[src/rtl/alu_pkg.sv]
// Shared definitions for the ALU issue path: opcodes, instruction fields, dispatch states.
package alu_pkg;

    localparam logic [3:0] OP_ADD = 4'd0;
    localparam logic [3:0] OP_SUB = 4'd1;
    localparam logic [3:0] OP_SGT = 4'd2;

    // Instruction word layout: [15:12] codop, [11:8] rd, [7:4] rs1, [3:0] rs2
    localparam int OP_LSB  = 12;
    localparam int RD_LSB  = 8;
    localparam int RS1_LSB = 4;
    localparam int RS2_LSB = 0;

    typedef enum logic [1:0] {
        IDLE = 2'd0,
        EXEC = 2'd1,
        WB   = 2'd2,
        ERR  = 2'd3
    } disp_state_t;

    // True for the opcodes the ALU actually implements
    function automatic logic op_supported(input logic [3:0] op);
        return (op == OP_ADD) || (op == OP_SUB) || (op == OP_SGT);
    endfunction

endpackage

[src/rtl/alu_dispatch_if.sv]
// Bundle of instruction handshake, ALU bus, writeback and debug signals.
interface alu_dispatch_if;
    logic [15:0] instr;
    logic        instr_valid;
    logic        instr_ready;
    logic [3:0]  codop;
    logic [15:0] operando1;
    logic [15:0] operando2;
    logic [15:0] resultado;
    logic        wb_valid;
    logic [3:0]  wb_reg;
    logic [15:0] wb_data;
    logic        err;
    logic        dbg_we;
    logic [3:0]  dbg_addr;
    logic [15:0] dbg_wdata;
    logic [15:0] dbg_rdata;

    // Environment side: fetch, ALU and debug host
    modport master (
        output instr, instr_valid, resultado, dbg_we, dbg_addr, dbg_wdata,
        input  instr_ready, codop, operando1, operando2, wb_valid, wb_reg, wb_data, err, dbg_rdata
    );

    // Dispatcher side
    modport slave (
        input  instr, instr_valid, resultado, dbg_we, dbg_addr, dbg_wdata,
        output instr_ready, codop, operando1, operando2, wb_valid, wb_reg, wb_data, err, dbg_rdata
    );
endinterface

[src/rtl/alu_regfile.sv]
// 16x16 register file: one write port, three combinational read ports, R0 fixed at zero.
module alu_regfile (
    input  logic        clk,
    input  logic        rst,
    input  logic        we,
    input  logic [3:0]  waddr,
    input  logic [15:0] wdata,
    input  logic [3:0]  raddr1,
    input  logic [3:0]  raddr2,
    input  logic [3:0]  raddr3,
    output logic [15:0] rdata1,
    output logic [15:0] rdata2,
    output logic [15:0] rdata3
);
    logic [15:0] mem_r [16];

    // Storage update; writes aimed at R0 are dropped so it never leaves zero
    always_ff @(posedge clk or posedge rst) begin
        if (rst) begin
            for (int i = 0; i < 16; i++) begin
                mem_r[i] <= 16'd0;
            end
        end else if (we && (waddr != 4'd0)) begin
            mem_r[waddr] <= wdata;
        end
    end

    assign rdata1 = (raddr1 == 4'd0) ? 16'd0 : mem_r[raddr1];
    assign rdata2 = (raddr2 == 4'd0) ? 16'd0 : mem_r[raddr2];
    assign rdata3 = (raddr3 == 4'd0) ? 16'd0 : mem_r[raddr3];

endmodule

[src/rtl/alu_dispatch.sv]
// Issue side of the ALU: accepts one instruction, drives operands, waits ALU_LAT
// cycles, captures the result and writes it back to the register file.
module alu_dispatch
    import alu_pkg::*;
#(
    parameter int ALU_LAT = 1
) (
    input  logic           clk,
    input  logic           rst,
    alu_dispatch_if.slave  bus
);
    localparam logic [2:0] LAT_INIT = 3'(ALU_LAT);

    disp_state_t state_r;
    disp_state_t state_nxt_s;
    logic [2:0]  cnt_r;
    logic [3:0]  rd_r;
    logic [3:0]  codop_r;
    logic [15:0] op1_r;
    logic [15:0] op2_r;
    logic        instr_ready_r;
    logic        wb_valid_r;
    logic [3:0]  wb_reg_r;
    logic [15:0] wb_data_r;
    logic        err_r;

    logic        xfer_s;
    logic        supp_s;
    logic        rf_we_s;
    logic [3:0]  rf_waddr_s;
    logic [15:0] rf_wdata_s;
    logic [15:0] rs1_data_s;
    logic [15:0] rs2_data_s;

    assign xfer_s = (state_r == IDLE) && bus.instr_valid;
    assign supp_s = op_supported(bus.instr[OP_LSB +: 4]);

    alu_regfile u_regfile (
        .clk    (clk),
        .rst    (rst),
        .we     (rf_we_s),
        .waddr  (rf_waddr_s),
        .wdata  (rf_wdata_s),
        .raddr1 (bus.instr[RS1_LSB +: 4]),
        .raddr2 (bus.instr[RS2_LSB +: 4]),
        .raddr3 (bus.dbg_addr),
        .rdata1 (rs1_data_s),
        .rdata2 (rs2_data_s),
        .rdata3 (bus.dbg_rdata)
    );

    // Register file write source: writeback in WB, debug port only while IDLE
    always_comb begin
        rf_we_s    = 1'b0;
        rf_waddr_s = 4'd0;
        rf_wdata_s = 16'd0;
        if (state_r == WB) begin
            rf_we_s    = 1'b1;
            rf_waddr_s = wb_reg_r;
            rf_wdata_s = wb_data_r;
        end else begin
            rf_we_s    = bus.dbg_we && (state_r == IDLE);
            rf_waddr_s = bus.dbg_addr;
            rf_wdata_s = bus.dbg_wdata;
        end
    end

    // Next-state logic of the dispatch FSM
    always_comb begin
        state_nxt_s = state_r;
        case (state_r)
            IDLE: begin
                if (bus.instr_valid) begin
                    state_nxt_s = supp_s ? EXEC : ERR;
                end else begin
                    state_nxt_s = IDLE;
                end
            end
            EXEC: begin
                if (cnt_r == 3'd1) begin
                    state_nxt_s = WB;
                end else begin
                    state_nxt_s = EXEC;
                end
            end
            WB:      state_nxt_s = IDLE;
            ERR:     state_nxt_s = IDLE;
            default: state_nxt_s = IDLE;
        endcase
    end

    // State register, latency counter and registered outputs
    always_ff @(posedge clk or posedge rst) begin
        if (rst) begin
            state_r       <= IDLE;
            cnt_r         <= 3'd0;
            rd_r          <= 4'd0;
            codop_r       <= 4'd0;
            op1_r         <= 16'd0;
            op2_r         <= 16'd0;
            instr_ready_r <= 1'b1;
            wb_valid_r    <= 1'b0;
            wb_reg_r      <= 4'd0;
            wb_data_r     <= 16'd0;
            err_r         <= 1'b0;
        end else begin
            state_r       <= state_nxt_s;
            instr_ready_r <= (state_nxt_s == IDLE);
            wb_valid_r    <= (state_nxt_s == WB);
            err_r         <= (state_nxt_s == ERR);
            if (xfer_s && supp_s) begin
                codop_r <= bus.instr[OP_LSB +: 4];
                op1_r   <= rs1_data_s;
                op2_r   <= rs2_data_s;
                rd_r    <= bus.instr[RD_LSB +: 4];
                cnt_r   <= LAT_INIT;
            end else if (state_r == EXEC) begin
                cnt_r <= cnt_r - 3'd1;
                if (cnt_r == 3'd1) begin
                    wb_data_r <= bus.resultado;
                    wb_reg_r  <= rd_r;
                end
            end
        end
    end

    assign bus.instr_ready = instr_ready_r;
    assign bus.codop       = codop_r;
    assign bus.operando1   = op1_r;
    assign bus.operando2   = op2_r;
    assign bus.wb_valid    = wb_valid_r;
    assign bus.wb_reg      = wb_reg_r;
    assign bus.wb_data     = wb_data_r;
    assign bus.err         = err_r;

endmodule

[src/flat_wrapper.sv]
// flat-port wrapper written by rule: the top's interface ports become plain ports
module alu_dispatch_flat import alu_pkg::*;
#(
    parameter int ALU_LAT = 1
)
  (clk, rst, bus_instr, bus_instr_valid, bus_resultado, bus_dbg_we, bus_dbg_addr, bus_dbg_wdata, bus_instr_ready, bus_codop, bus_operando1, bus_operando2, bus_wb_valid, bus_wb_reg, bus_wb_data, bus_err, bus_dbg_rdata);
  alu_dispatch_if bus_i ();
  input  logic clk;
  input  logic rst;
  input wire logic [$bits(bus_i.instr)-1:0] bus_instr;
  input wire logic [$bits(bus_i.instr_valid)-1:0] bus_instr_valid;
  input wire logic [$bits(bus_i.resultado)-1:0] bus_resultado;
  input wire logic [$bits(bus_i.dbg_we)-1:0] bus_dbg_we;
  input wire logic [$bits(bus_i.dbg_addr)-1:0] bus_dbg_addr;
  input wire logic [$bits(bus_i.dbg_wdata)-1:0] bus_dbg_wdata;
  output wire logic [$bits(bus_i.instr_ready)-1:0] bus_instr_ready;
  output wire logic [$bits(bus_i.codop)-1:0] bus_codop;
  output wire logic [$bits(bus_i.operando1)-1:0] bus_operando1;
  output wire logic [$bits(bus_i.operando2)-1:0] bus_operando2;
  output wire logic [$bits(bus_i.wb_valid)-1:0] bus_wb_valid;
  output wire logic [$bits(bus_i.wb_reg)-1:0] bus_wb_reg;
  output wire logic [$bits(bus_i.wb_data)-1:0] bus_wb_data;
  output wire logic [$bits(bus_i.err)-1:0] bus_err;
  output wire logic [$bits(bus_i.dbg_rdata)-1:0] bus_dbg_rdata;
  assign bus_i.instr = bus_instr;
  assign bus_i.instr_valid = bus_instr_valid;
  assign bus_i.resultado = bus_resultado;
  assign bus_i.dbg_we = bus_dbg_we;
  assign bus_i.dbg_addr = bus_dbg_addr;
  assign bus_i.dbg_wdata = bus_dbg_wdata;
  assign bus_instr_ready = bus_i.instr_ready;
  assign bus_codop = bus_i.codop;
  assign bus_operando1 = bus_i.operando1;
  assign bus_operando2 = bus_i.operando2;
  assign bus_wb_valid = bus_i.wb_valid;
  assign bus_wb_reg = bus_i.wb_reg;
  assign bus_wb_data = bus_i.wb_data;
  assign bus_err = bus_i.err;
  assign bus_dbg_rdata = bus_i.dbg_rdata;
  alu_dispatch #(.ALU_LAT(ALU_LAT)) u_core (.clk(clk), .rst(rst), .bus(bus_i));
endmodule
[config.mk]
export PLATFORM = sky130hd
export DESIGN_NAME = alu_dispatch_flat
export DESIGN_NICKNAME = d
export VERILOG_FILES = /design/src/rtl/alu_pkg.sv /design/src/rtl/alu_dispatch_if.sv /design/src/rtl/alu_regfile.sv /design/src/rtl/alu_dispatch.sv /design/src/flat_wrapper.sv
export SDC_FILE = /design/constraint.sdc
export NUM_CORES = 1
export LEC_CHECK = 0
export CAP_MARGIN = 20
export CORE_UTILIZATION = 54
export CTS_CLUSTER_SIZE = 25
export DETAILED_ROUTE_END_ITERATION = 10
export PLACE_DENSITY_LB_ADDON = 0.05
export SETUP_SLACK_MARGIN = 0.15
export SYNTH_ARGS = -nofsm -noshare
export SYNTH_HDL_FRONTEND = slang
export SYNTH_SLANG_ARGS = --single-unit
[constraint.sdc]
create_clock -name clk -period 10.5 [get_ports clk]
set_input_delay 2.1 -clock clk [delete_from_list [all_inputs] [get_ports clk]]
set_output_delay 2.1 -clock clk [all_outputs]
set_load 0.1 [all_outputs]
* After elaboration in Yosys (flattened, before gate mapping) *
Index checks and enable logic that the tools add are counted.

cells by class
  eq/ne operators = 8
  add/sub/neg operators = 1
  reductions and logical operators = 17
  bitwise gates (word level) = 5
  magnitude comparators = 5
  multiplexer cells = 24

operators by type and width
  operator             number
  $bwmux 256           1
  $bmux 16 s4          3
  $mux 16              11
  $demux 16 s4         1
  $ge 5x5->1 const B   4
  $not 4->5            4
  $logic_not 4->1      4
  $eq 2x2->1 const B   4
  $mux 2               3
  $mux 3               2
  $pmux 2 s3           1
  $logic_and 1x1->1    5
  $lt 5x1->1 const B   1
  $eq 4x1->1 const B   1
  $eq 4x2->1 const B   1
  $logic_not 2->1      2
  $mux 4               1
  $reduce_bool 4->1    1
  $eq 3x1->1 const B   1
  $reduce_and 3->1     1
  $sub 3x1->3 const B  1
  $eq 2x1->1 const B   1
  $logic_or 1x1->1     2
  $reduce_bool 2->1    1
  other kinds (3)      3

word-level totals
  output and inout port bits = 75
  flip-flop bits (word level) = 324
  logic and storage cells = 87

* Depth between registers and ports, before layout *
Gate-level depths: netlist of the first run.

  depth in word-level cells = 8
  depth in mapped cells = 8
  mapped depth without buffers = 5

* Cells and area by module *
A second synthesis of the first run with hierarchy kept.

second synthesis, totals
  cell total of the unflattened synthesis = 1250
  area, all modules = 18362.6 um^2

by module, submodules not included
  module        cells an instance  area each (um^2)  sequential area each (um^2)  instances
  alu_regfile   1068               15398.5           6055.8                       1
  alu_dispatch  182                2964.1            1702.9                       1

* Worst setup path after synthesis of the first run *
OpenSTA, ideal clock, no wires.

  path kind = in2out
  start = input bus_dbg_addr[2]
  end = output bus_dbg_rdata[0]
  data required time = 8.400 ns
  arrival = 4.835 ns
  path slack = 3.565 ns
  buffers on the path = 3
  cell stages on the path = 7
  path through = clkbuf_1 > clkbuf_1 > nor2b_1 > buf_1 > a221oi_1 > a22oi_1 > a21oi_1

between the ends
  cells in the longest elaborated chain, start to end = 5

ends and longest elaborated chain
  element                                     RTL line            source
  start, declared                             flat_wrapper.sv:14  input wire logic [$bits(bus_i.dbg_addr)-1:0] bus_dbg_addr;
  $not 4->5 (not written as such)             alu_regfile.sv:30   assign rdata3 = (raddr3 == 4'd0) ? 16'd0 : mem_r[raddr3];
  $bmux 16 s4                                 alu_regfile.sv:30
  $mux 16 (not written as such) (2 in a row)  alu_regfile.sv:30
  $mux 16 *                                   alu_regfile.sv:30
  end, declared                               flat_wrapper.sv:24  output wire logic [$bits(bus_i.dbg_rdata)-1:0] bus_dbg_rdata;

Every way passes the cells marked *; elsewhere a longest branch is shown, timed or not. The select of a mux whose other input is x is not followed.

* Worst setup path in the final report of the first run *
  start = input bus_dbg_addr[3]
  end = output bus_dbg_rdata[10]

The elaborated chain is that of the path after synthesis.

==> out/metrics.yaml, run 1 <==
status:
  status: "finished clean"
cells_and_area:
  largest_register_ffs: 256
  drive_above_1_share_pct: 41.6
  area_delta_synth_final_pct: 14.1
  layout_commonest_cell: "dfrtp_1"
  seqCellArea_sq_mm: 0.00811
  multi_input_area_sq_mm: 0.00996
  final_nets: 1346
  utilization_pct: 63.2
  antenna_cells: 0
  final_cell_mix: "323 x dfrtp_1, 176 x mux4_2, 167 x mux2_2"
  fill_cells: 2544
  regMostFlops: "u_core.u_regfile.mem_r"
floorplan:
  die_h_um: 188
  fp.dieArea_sq_mm: 0.0355
  row_count: 67
  ios: 131
  coreArea_sq_mm: 0.0339
  die_w_um: 188
  start_util_pct: 55.4
global_route:
  grt_max_degree: 72
  grt_pass1_vias: 12400
  antenna_found_initial: 0
  grt_usage_pct: 30.9
  grt_overflow: 0
  grt_pass1_wl_mm: 80.6
sta:
  slew_viol_final: 0
  worst_pin_slew_ns: 1.11
  setup_tns_ns: 0
  relSlewSlack_pct: 25.7
  clock_skew_ns: 0.0146
  finalHoldViolations: 0
  fin_crit_ns: 7.89
  rsz0062_at_grt: "no"
  max_freq_ghz: 0.127
  setup_viol: 0
  fin_crit_sh_pct: 75.2
pwr:
  p_per_area_mw_per_mm2: 305
  ir_worst_vdd_v: 0.000212
  cellLeakagePower_uw: 0.00921
setup_path:
  ff2ff_path_depth: 4
  startpoint_type: "input pin"
  endpoint: "bus_dbg_rdata[10]"
  cp-end-kind: "primary output"
  rrSetupSlack_ns: 7.25
  reg2reg_from: "u_core.state_r[1]"
  startpoint: "bus_dbg_addr[3]"
  cp.required_ns: 8.40
  cp.arrival_ns: 5.79
  worstReg2RegEnd: "u_core.u_regfile.mem_r[230]"
  crit_type: "in -> out"
  worstPathMaxFanout: 20
placement:
  dpl.hpwl_mm: 31.6
  io_buffers: 130
  gp_congestion: 0.790
drt:
  via_per_inst: 6.73
  drt_iter0_markers: 1011
  drc: 0
  firstDrtPassIters: 5
  ant_nets: 0
  wl_per_cell_um: 30.2
  vias: 11900
  drt-total-wl_mm: 53.3
clock_tree:
  insertion_delay_ns: 0.53
  numCtsBuffers: 38
  cts_tree: "done"
  cts_resized: 0
  clock-sinks: 324
  clock_path_buffers: 3
  post_cts_buffers: 0
  cts_hold_buf: 0
  path_clk_slew_ns: 0.05
  root_buffer: "clkbuf_16"
  cts.htree.levels: 2
synthesis:
  syn_avg_cell_area_sq_um: 15.4
  yosysUniqueCellTypes: 48
  ys_warn_count: 0
  synth_edf_count: 0
  syn-num-nets: 1277
  synthCells: 1219
  synth_seq_area_share_pct: 43.3
  synth_ff_type: "dfrtp_1"
  async_flop_share_pct: 100
  netlist_area_sq_mm: 0.0187
  ys_seq_elements: 324
worst_hold_path:
  min_path_type: "reg -> reg"
flow_run:
  max_cap_violations: 0
## cells in the mapped netlist, types with 3 or more instances
cell	number	area (sq um)
buf_4	7	52.6
nand3_4	12	210
a22o_1	7	61.3
a22oi_1	16	120
mux4_2	176	3960
clkbuf_1	60	225
mux2_2	167	1880
mux2_1	31	349
inv_1	3	11.3
buf_2	39	195
a221o_1	7	70.1
mux2i_1	96	961
buf_6	11	124
nor2_1	6	22.5
a21oi_1	9	45.0
nand2_1	59	221
mux2_4	80	1200
a221oi_1	9	78.8
nor3_1	5	25.0
nor2b_1	4	25.0
o221ai_1	32	280
and2_1	4	25.0
buf_1	5	18.8
and3_1	10	62.6
a211oi_1	10	75.1
dfrtp_1	323	8080
## through the flow
stage,power (uW),setup slack [ns],hold slack (ns),area [sq um],instances
after floorplan,4500,3.56,0.440,18800,1219
after global placement,5150,2.49,0.395,20100,1692
after detailed placement,5200,2.59,0.402,20100,1696
after CTS,6540,2.59,0.415,21400,1762
after global routing,6810,2.31,0.429,21400,1762
final,6530,2.61,0.416,21400,1762
## worst max-delay path, cell delays in order
cell	delay [ns]
clkdlybuf4s50_1	0.47
buf_4	0.31
clkinv_1	0.66
a221oi_1	0.51
a22oi_1	0.16
a21oi_1	0.34
clkdlybuf4s50_1	1.22
## cell families after synthesis
group / Yosys count / synth area share, %
multiplexers: 552 / 44.8
XOR/XNOR: 2 / 0.0935
buffers and inverters: 131 / 3.71
AO/OA/AOI/OAI: 96 / 4.29
AND/OR/NAND/NOR: 112 / 3.71
adder cells (fa/ha/maj): 2 / 0.133
flip-flops: 324 / 43.3
## area by class of cell
class	count	area share (%)
multi-input combinational	764	46.5
tap	448	2.62
inverter	4	0.0877
clock inverter	10	0.351
sequential	324	37.9
timing repair buffer	156	6.98
clock buffer	56	5.53
## metal layers
layer / share of wire (%) / global-route usage (%) / up-vias
li1: - / - / 4933
met1: 42 / 43.1 / 6288
met2: 47 / 49.0 / 529
met3: 7.3 / 5.92 / 104
met4: 3.1 / 10.4 / 0
met5: 0 / 0 / -
## power breakdown
part	switching [uW]	internal (uW)	leakage [uW]
clock	518	801	0.000632
sequential	539	1800	0.00408
combinational	1570	1310	0.00450
total	2630	3910	0.00921
## worst min-delay path by stage
stage                                      from                           to  slack [ns]  cells after the start
finish              u_core.u_regfile.mem_r[245]  u_core.u_regfile.mem_r[245]        0.42                      0
CTS                 u_core.u_regfile.mem_r[253]  u_core.u_regfile.mem_r[253]        0.42                      0
floorplan                        u_core.rd_r[0]               u_core.rd_r[0]        0.44                      2
global route        u_core.u_regfile.mem_r[243]  u_core.u_regfile.mem_r[243]        0.43                      0
global placement    u_core.u_regfile.mem_r[253]  u_core.u_regfile.mem_r[253]        0.39                      0
detailed placement  u_core.u_regfile.mem_r[253]  u_core.u_regfile.mem_r[253]        0.40                      0
Power figures use the tool's default switching activity.
==> run 2, diff against run 1 <==
- clock period: 10.5 -> 7.2 ns (I/O delays scaled with it)
==> out/metrics.yaml, run 2 (same netlist as run 1, synthesis figures left out) <==
setup_path:
  worstPathMaxFanout: 20
  path_buf_inv: 4
  cpMostUsedCell: "buf_4"
  startpoint_type: "input pin"
  cp-end-kind: "primary output"
  slowest_stage: "clkinv_1"
  critPathTopFamily: "buffers and inverters"
  crit_path_cell_trace: "clkdlybuf4s50_1 -> buf_4 -> clkinv_1 -> a221oi_1 -> a22oi_1 -> a21oi_1 -> buf_4"
  crit_type: "in -> out"
  cp.arrival_ns: 4.29
  critPathMaxStageDelay_ns: 0.63
  cp.required_ns: 5.76
cells_and_area:
  final_nets: 1345
  antenna_cells: 0
  final_cell_mix: "323 x dfrtp_1, 176 x mux4_2, 167 x mux2_2"
  utilization_pct: 63.2
  area_delta_synth_final_pct: 14.1
  layout_commonest_cell: "dfrtp_1"
  largest_register_ffs: 256
  drive_above_1_share_pct: 42.3
  final_design_area_no_fill_sq_mm: 0.0214
  regMostFlops: "u_core.u_regfile.mem_r"
clock_tree:
  post_cts_buffers: 0
  root_buffer: "clkbuf_16"
  cts.htree.levels: 2
  cts_resized: 0
  cts_hold_buf: 0
  insertion_delay_ns: 0.54
  path_clk_slew_ns: 0.06
  clock_path_buffers: 3
  clock-sinks: 324
  numCtsBuffers: 38
  cts_tree: "done"
sta:
  setup_tns_ns: 0
  rsz0062_at_grt: "no"
  fin_crit_ns: 5.73
  finalHoldViolations: 0
  setup_viol: 0
  max_freq_ghz: 0.174
  relSlewSlack_pct: 27.8
  slew_viol_final: 0
  worst_pin_slew_ns: 1.08
  fin_crit_sh_pct: 79.6
  clock_skew_ns: 0.0198
floorplan:
  start_util_pct: 55.4
  die_h_um: 188
  coreArea_sq_mm: 0.0339
  ios: 131
  fp.dieArea_sq_mm: 0.0355
  die_w_um: 188
  row_count: 67
pwr:
  ir_worst_vdd_v: 0.000369
  p_per_area_mw_per_mm2: 450
  cellLeakagePower_uw: 0.00923
drt:
  drt-total-wl_mm: 53.0
  via_per_inst: 6.76
  firstDrtPassIters: 5
  wl_per_cell_um: 30.1
  drt_iter0_markers: 961
  vias: 11900
  drc: 0
  ant_nets: 0
global_route:
  grt_usage_pct: 31.0
  grt_pass1_vias: 12500
  grt_overflow: 0
  grt_pass1_wl_mm: 80.6
  grt_max_degree: 144
  antenna_found_initial: 1
status:
  status: "finished clean"
placement:
  placed_cell_area_sq_mm: 0.0201
  dpl.hpwl_mm: 31.3
  io_buffers: 130
  gp_congestion: 0.793
flow_run:
  max_cap_violations: 0
worst_hold_path:
  min_path_type: "reg -> reg"
[run 2: changes by cell type in the layout (fill, tap and decap cells not counted), moves of 2 or more]
cell             delta
buf_4              +16
clkdlybuf4s50_1    -16
clkbuf_1            +6
clkbuf_8            -5
bufinv_16           +4
clkinv_2            -4
buf_12              +2
buf_8               -2
[run 2: area by class of cell]
cell class	count	area, sq um
inverter	4	18.8
sequential	324	8110
fill	2568	12500
multi-input combinational	764	9950
clock buffer	57	1140
tap	448	561
timing repair buffer	155	1440
clock inverter	10	175
[run 2: stage by stage]
step           setup slack, ns  hold slack (ns)  instances  total power [uW]
2_1_floorplan             1.44            0.440       1219              6560
3_3_place_gp              1.64            0.395       1695              7500
3_5_place_dp              1.53            0.403       1695              7570
4_1_cts                   1.53            0.417       1762              9630
5_1_grt                   1.41            0.431       1762             10000
6_report                  1.47            0.419       1762              9620
[run 2: worst reg2reg max path, cell delays in order (launching register included)]
cell and delay, ns:
dfrtp_1 0.57, nor2b_4 0.74, mux2i_4 0.68, nand3_4 0.64
mux2_4 0.50
[run 2: layer usage]
metal | global-route usage, % | wire (um) | vias up
li1 | - | - | 4938
met1 | 43.1 | 22600 | 6378
met2 | 48.9 | 24900 | 496
met3 | 6.46 | 3750 | 104
met4 | 10.3 | 1760 | 0
met5 | 0 | 0 | -
[run 2: report_power, final]
group | internal (uW) | switching [uW]
sequential | 2630 | 775
combinational | 1890 | 2290
clock | 1270 | 766
total | 5790 | 3830
[run 2: final timing paths]
| kind | slack, ns | cells past startpoint | end | from |
|---|---|---|---|---|
| max | 1.47 | 7 | bus_dbg_rdata[10] | bus_dbg_addr[3] |
| min | 0.42 | 0 | u_core.u_regfile.mem_r[251] | u_core.u_regfile.mem_r[251] |
| max reg2reg | 3.93 | 4 | u_core.u_regfile.mem_r[230] | u_core.state_r[1] |
| min reg2reg | 0.42 | 0 | u_core.u_regfile.mem_r[251] | u_core.u_regfile.mem_r[251] |
| max in group asynchronous | 4.47 | 3 | u_core.u_regfile.mem_r[14] | rst |
| min in group asynchronous | 1.37 | 2 | u_core.u_regfile.mem_r[233] | rst |
==> run 3, diff against run 2 <==
- CORE_UTILIZATION: 54 -> 60
- clock period: 7.2 -> 5.3 ns (I/O delays scaled with it)
==> out/metrics.yaml, run 3 (same netlist as run 1, synthesis figures left out) <==
pwr:
  ir_worst_vdd_v: 0.000519
  cellLeakagePower_uw: 0.00931
  p_per_area_mw_per_mm2: 602
  power.total_uw: 13000
cells_and_area:
  final_cell_mix: "323 x dfrtp_1, 176 x mux4_2, 167 x mux2_2"
  seqCellArea_sq_mm: 0.00811
  fill_cells: 2068
  multi_input_area_sq_mm: 0.00995
  regMostFlops: "u_core.u_regfile.mem_r"
  area_delta_synth_final_pct: 14.7
  layout_commonest_cell: "dfrtp_1"
  drive_above_1_share_pct: 43.0
  utilization_pct: 70.1
  largest_register_ffs: 256
  final_nets: 1358
setup_path:
  worstPathMaxFanout: 36
  rrSetupSlack_ns: 2.12
  cp-end-kind: "primary output"
  startpoint_type: "input pin"
  cp.arrival_ns: 3.32
  crit_type: "in -> out"
  cp.required_ns: 4.24
floorplan:
  die_w_um: 179
  coreArea_sq_mm: 0.0307
  die_h_um: 179
  start_util_pct: 61.1
  row_count: 64
  fp.dieArea_sq_mm: 0.0320
  ios: 131
sta:
  fin_crit_ns: 4.38
  clock_skew_ns: 0.0196
  rsz0062_at_grt: "no"
  setup_tns_ns: 0
  relSlewSlack_pct: 28.5
  fin_crit_sh_pct: 82.6
  setup_ws_ns: 0.924
  finalHoldViolations: 0
  finalHoldWorstSlack_ns: 0.410
  slew_viol_final: 0
  setup_viol: 0
  worst_pin_slew_ns: 1.07
  max_freq_ghz: 0.229
global_route:
  grt_usage_pct: 34.1
  grt_pass1_wl_mm: 78.6
  antenna_found_initial: 1
  grt_pass1_vias: 12300
  grt_max_degree: 113
  grt_overflow: 0
drt:
  firstDrtPassIters: 5
  wl_per_cell_um: 30.1
  ant_nets: 0
  drt_iter0_markers: 1220
  vias: 12100
  drc: 0
  via_per_inst: 7.03
  drt-total-wl_mm: 51.8
clock_tree:
  cts_hold_buf: 0
  root_buffer: "clkbuf_16"
  clock-sinks: 324
  cts_resized: 0
  post_cts_buffers: 0
  cts_tree: "done"
  path_clk_slew_ns: 0.06
  cts.htree.levels: 2
  insertion_delay_ns: 0.53
  numCtsBuffers: 37
  clock_path_buffers: 3
placement:
  dpl.hpwl_mm: 31.8
  post-place-ws_ns: 0.879
  gp_congestion: 0.851
  io_buffers: 130
status:
  status: "finished clean"
flow_run:
  max_cap_violations: 0
worst_hold_path:
  min_path_type: "reg -> reg"
[run 3: changes by cell type in the layout (fill, tap and decap cells not counted), sizes merged]
cell / before / now
buf: 50 / 64
bufinv: 5 / 1
clkbuf: 57 / 51
clkinv: 6 / 10
clkinvlp: 1 / 3
diode: 0 / 1
inv: 2 / 3
[run 3: path summary, 6_finish.rpt]
| kind | startpoint | endpoint | cells past startpoint |
|---|---|---|---|
| worst max-delay path | bus_dbg_addr[0] | bus_dbg_rdata[10] | 7 |
| max in group asynchronous | rst | u_core.bus.wb_data[15] | 3 |
| worst max register to register | u_core.state_r[1] | u_core.u_regfile.mem_r[227] | 4 |
| worst min-delay path | u_core.u_regfile.mem_r[250] | u_core.u_regfile.mem_r[250] | 0 |
| min in group asynchronous | rst | u_core.u_regfile.mem_r[249] | 2 |
| worst min register to register | u_core.u_regfile.mem_r[250] | u_core.u_regfile.mem_r[250] | 0 |
[run 3: metrics by stage]
step           area [sq um]  cells
2_1_floorplan         18800   1219
3_3_place_gp          20300   1657
3_5_place_dp          20300   1657
4_1_cts               21500   1721
5_1_grt               21500   1721
6_report              21500   1722
[run 3: layout make-up]
type,instances,share of cell area (%)
Clock inverter,13,0.564
Antenna cell,1,0.0116
Sequential cell,324,37.7
Tap cell,396,2.30
Multi-Input combinational cell,764,46.3
Clock buffer,51,4.87
Inverter,4,0.0872
Timing Repair Buffer,169,8.21
[run 3: report_power, final]
group          internal, uW  switching (uW)
logic                  2680            3170
registers              3570            1060
clock network          1440            1040
total                  7690            5260
[run 3: per-layer routing]
metal  vias up  global-route usage, %  wire length [um]  share of wire [%]
li1       4973                      -                 -                  -
met1      6383                   47.8             21200                 41
met2       595                   52.9             24400                 47
met3       145                   6.76              4090                7.9
met4         2                   13.3              2110                4.1
met5         -                      0                 8              0.015
[run 3: critical path, stage by stage]
cell and delay, ns:
buf_4 0.46, buf_12 0.37, mux2i_1 0.13, a221oi_1 0.38, a22oi_1 0.18, a21oi_1 0.46
buf_12 0.24
